$ cat src/rtl/demux_rr_dispatch.sv
// One-beat buffered 1-to-4 demux that hands beats to channels in round-robin order.
// Build option DEMUX_SKIP_BUSY_EN: at accept, skip channels whose out_ready is low.
module demux_rr_dispatch #(
  parameter int unsigned DW = 8
) (
  input  logic          clk,
  input  logic          rst_n,
  input  logic          flush,
  input  logic          in_valid,
  input  logic [DW-1:0] in_data,
  output logic          in_ready,
  output logic [3:0]    out_valid,
  output logic [DW-1:0] out_data,
  input  logic [3:0]    out_ready,
  output logic [1:0]    dst
);

  typedef enum logic [0:0] {StIdle, StHold} state_e;

  state_e          state_q;
  logic [1:0]      ptr_q;
  logic [1:0]      dst_q;
  logic [DW-1:0]   data_q;

  logic            hold;
  logic            take;
  logic            accept;
  logic [1:0]      base_ptr;
  logic [1:0]      sel_ch;

  assign hold     = (state_q == StHold);
  assign take     = hold & out_ready[dst_q];
  // Gated by rst_n so the block never advertises space while held in reset.
  assign in_ready = rst_n & ~flush & (~hold | out_ready[dst_q]);
  assign accept   = in_valid & in_ready;
  // On a same-cycle dispatch the new beat is routed from the already advanced pointer.
  assign base_ptr = take ? (dst_q + 2'd1) : ptr_q;

`ifdef DEMUX_SKIP_BUSY_EN
  logic [1:0] cand;

  // Descending scan so the closest ready channel after base_ptr wins.
  always_comb begin
    sel_ch = base_ptr;
    cand   = base_ptr;
    for (int k = 3; k >= 0; k--) begin
      cand = base_ptr + 2'(k);
      if (out_ready[cand]) begin
        sel_ch = cand;
      end
    end
  end
`else
  assign sel_ch = base_ptr;
`endif

  always_ff @(posedge clk or negedge rst_n) begin
    if (!rst_n) begin
      state_q <= StIdle;
      ptr_q   <= 2'd0;
      dst_q   <= 2'd0;
      data_q  <= '0;
    end else if (flush) begin
      state_q <= StIdle;
      ptr_q   <= 2'd0;
      dst_q   <= 2'd0;
      data_q  <= '0;
    end else begin
      if (take) begin
        ptr_q <= dst_q + 2'd1;
      end
      if (accept) begin
        state_q <= StHold;
        data_q  <= in_data;
        dst_q   <= sel_ch;
      end else if (take) begin
        state_q <= StIdle;
      end
    end
  end

  always_comb begin
    out_valid = 4'b0000;
    if (hold) begin
      out_valid[dst_q] = 1'b1;
    end
  end

  assign out_data = data_q;
  assign dst      = dst_q;

endmodule

$ cat config.mk
export PLATFORM = sky130hd
export DESIGN_NAME = demux_rr_dispatch
export DESIGN_NICKNAME = d
export VERILOG_FILES = /design/src/rtl/demux_rr_dispatch.sv
export SDC_FILE = /design/constraint.sdc
export NUM_CORES = 1
export LEC_CHECK = 0
export CAP_MARGIN = 15
export CORE_MARGIN = 3
export CORE_UTILIZATION = 50
export CTS_BUF_LIST = sky130_fd_sc_hd__clkbuf_2 sky130_fd_sc_hd__clkbuf_4 sky130_fd_sc_hd__clkbuf_8
export DETAILED_ROUTE_END_ITERATION = 10
export DONT_BUFFER_PORTS = 1
export GPL_TIMING_DRIVEN = 0
export PLACE_DENSITY = 0.61
export SETUP_SLACK_MARGIN = 0.2
export SKIP_LAST_GASP = 1
export SYNTH_ARGS = -nofsm -noshare
export SYNTH_HDL_FRONTEND = slang
export SYNTH_SLANG_ARGS = --single-unit
$ cat constraint.sdc
create_clock -name clk -period 2.1 [get_ports clk]
set_input_delay 0.105 -clock clk [delete_from_list [all_inputs] [get_ports clk]]
set_output_delay 0.105 -clock clk [all_outputs]
set_load 0.02 [all_outputs]
==> flow_summary.ini <==
[status]
status = finished clean

[run]
cap_violations = 0

[finish]
area.growth.synth_to_final_pct = 23.8
drive_gt1_frac = 0.118
final_cell_mix = 12 x inv_1, 12 x dfrtp_1, 11 x dlygate4sd3_1
final-instance-count-excl-fill = 99
num_antenna_cells = 0
fin_nets = 106

[timing]
max_clock_freq_mhz = 542
rsz0062_at_grt = true
period_minus_slack_ns = 1.84
setup_violations = 0
worstMarginPinSlew_ns = 0.581
holdWs_ns = 0.0604
finalMaxSlewViolations = 0
finalSetupTns_ns = 0
max_slew_margin = 0.612
fin_crit_sh = 0.879
finalHoldViolCount = 0
worst_clock_skew_ns = 0.00149

[route]
firstDrtPassIters = 3
vias = 554
drt-vias-per-instance = 5.60
drt_wl_total_mm = 1.45
ant_nets = 0
drt_first_iter_violations = 10
drt-wirelength-per-cell_um = 14.6
drc = 0

[global_routing]
grt_pass1_wl_mm = 2.55
antenna_found_initial = 0
gr-total-overflow = 0
grt_max_degree = 14
grt_usage = 0.184
grt_pass1_vias = 585

[logic_synthesis]
ys_seq_elements = 13
synth_area_um2 = 694
syn_inst = 70
ys_top_cells_by_area = dfrtp_1 47%, ha_1 7.2%, o21ai_0 6.5%, inv_1 6.5%, nand3_1 5.8%
synth_top_area_frac = 0.468
synth_area_leader_cell = dfrtp_1
ys_seq_area_frac = 0.468
yosysWarnings = 0
synth_cell_types = 24
syn_area_per_cell_um2 = 9.92
synth_nets = 90

[critical_path]
cp-end-kind = flip-flop
cpLargestDelayFamily = multiplexers
arrival_ns = 2.02
crit-reg2reg-capture = dst[0]
critPathMaxStageDelay_ns = 0.58
r2r_cells = 5
rrSetupSlack_ns = 0.26
crit_type = reg2reg
cp_max_fo = 10
cp-start-kind = flip-flop
cp.required_ns = 2.27
reg2reg_from = dst[0]
path_buf_inv = 1
slowest_stage = mux4_2
crit_chain = mux4_2 -> o2111ai_2 -> buf_6 -> a211oi_1 -> a31o_1

[place]
numPortBuffers = 0
routabilityCongestion = 0.712
dp_hpwl_mm = 1.01
dp.cells = 84

[clocking]
clock-root-buffer = clkbuf_4
htreeDepth = 1
clock_sinks = 13
insertion_delay_ns = 0.28
post_cts_buffers = 0
clkTransAtPathRegs_ns = 0.08
cts_made_buffers = 3
tritoncts = built
cts_buffer_depth = 2

[die]
core.rowCount = 12
pin_count = 31
start_util = 0.578
coreArea_um2 = 1200
die_area_um2 = 1870
fp.dieW_um = 43.3
die_h_um = 43.3

[pwr]
p_leak_nw = 0.407
vdd_drop_max_uv = 372
power_density_nw_per_um2 = 605

[min_path]
hp-class = in2reg
min_path_cells = 2
worst_hold_startpoint = flush
hold_end = dst[0]
[per-stage QoR]
step                utilization  cell area (um2)  worst slack [ns]  total power [mW]
floorplan                     -              694             0.273             0.325
global placement          0.593              712             0.137             0.334
detailed placement        0.593              712             0.123             0.335
CTS                       0.710              853             0.228             0.526
global route              0.716              860             0.156             0.548
finish                    0.716              860             0.255             0.520
[final cells by class]
type / count / area, um2
multi-input cells: 42 / 308
plain buffers: 3 / 22.5
well taps: 14 / 17.5
clock buffers: 4 / 30.0
fillers: 105 / 342
repair buffers: 11 / 110
inverters: 12 / 45.0
flip-flops and latches: 13 / 327
[layer usage]
layer,GRT usage,part of all wire,vias up,routed length (um)
met5,0,0,-,0
met2,0.280,0.46,22,671
met4,0.0723,0.014,0,20
met1,0.233,0.43,258,618
met3,0.0678,0.093,4,135
li1,-,-,270,-
[flip-flops by register name (all words and copies together) (netlist names)]
register  cells
ptr_q         2
dst           2
hold          1
out_data      8
[worst register-to-register path, stage by stage (launching register included)]
cell and delay (ns):
dfrtp_2 0.51, mux4_2 0.59, o2111ai_2 0.22, buf_6 0.17
a211oi_1 0.06, a31o_1 0.19
[synth_stat cells]
cell type / number
dfrtp_1: 13
inv_1: 12
o21ai_0: 9
nand3_1: 8
and2_1: 4
ha_1: 4
mux2i_1: 2
nand2_1: 2
a211oi_1: 1
a21o_1: 1
a21oi_1: 1
a31o_1: 1
a31oi_1: 1
buf_2: 1
buf_4: 1
clkbuf_1: 1
mux2_2: 1
mux4_2: 1
nor2_1: 1
nor2b_1: 1
o2111ai_2: 1
o211a_1: 1
o2bb2ai_1: 1
o31ai_1: 1
[repair_timing]
item                                   in CTS  in global routing
gates resized for setup                     1                  3
hold buffers                               11                  0
endpoints found under the hold margin      25                  0
setup endpoints to repair                   6                  2
gates cloned                                0                  0
pin swaps                                   0                  0
[cell families after synthesis]
kind of cell,count (synthesis),synth area share
compound gates,18,0.175
simple gates,16,0.119
buf+inv,15,0.0883
flops,13,0.468
mux,4,0.0775
fa+ha+maj,4,0.0721
[how the worst max path moves through the flow]
stage / start / endpoint / slack, ns / cells past startpoint
after floorplan: dst[0] / dst[0] / 0.27 / 5
after global placement: dst[0] / dst[0] / 0.14 / 5
after detailed placement: dst[0] / dst[0] / 0.12 / 5
after CTS: dst[0] / dst[0] / 0.23 / 5
after global routing: dst[0] / dst[0] / 0.16 / 5
final: dst[0] / dst[0] / 0.26 / 5
[power by group]
group	total [mW]	leakage (nW)	internal, mW	switching (mW)
Clock	0.168	0.0184	0.0867	0.0810
Sequential	0.284	0.175	0.262	0.0225
Combinational	0.0679	0.213	0.0329	0.0350
Total	0.520	0.407	0.381	0.138
Power figures use the tool's default switching activity.
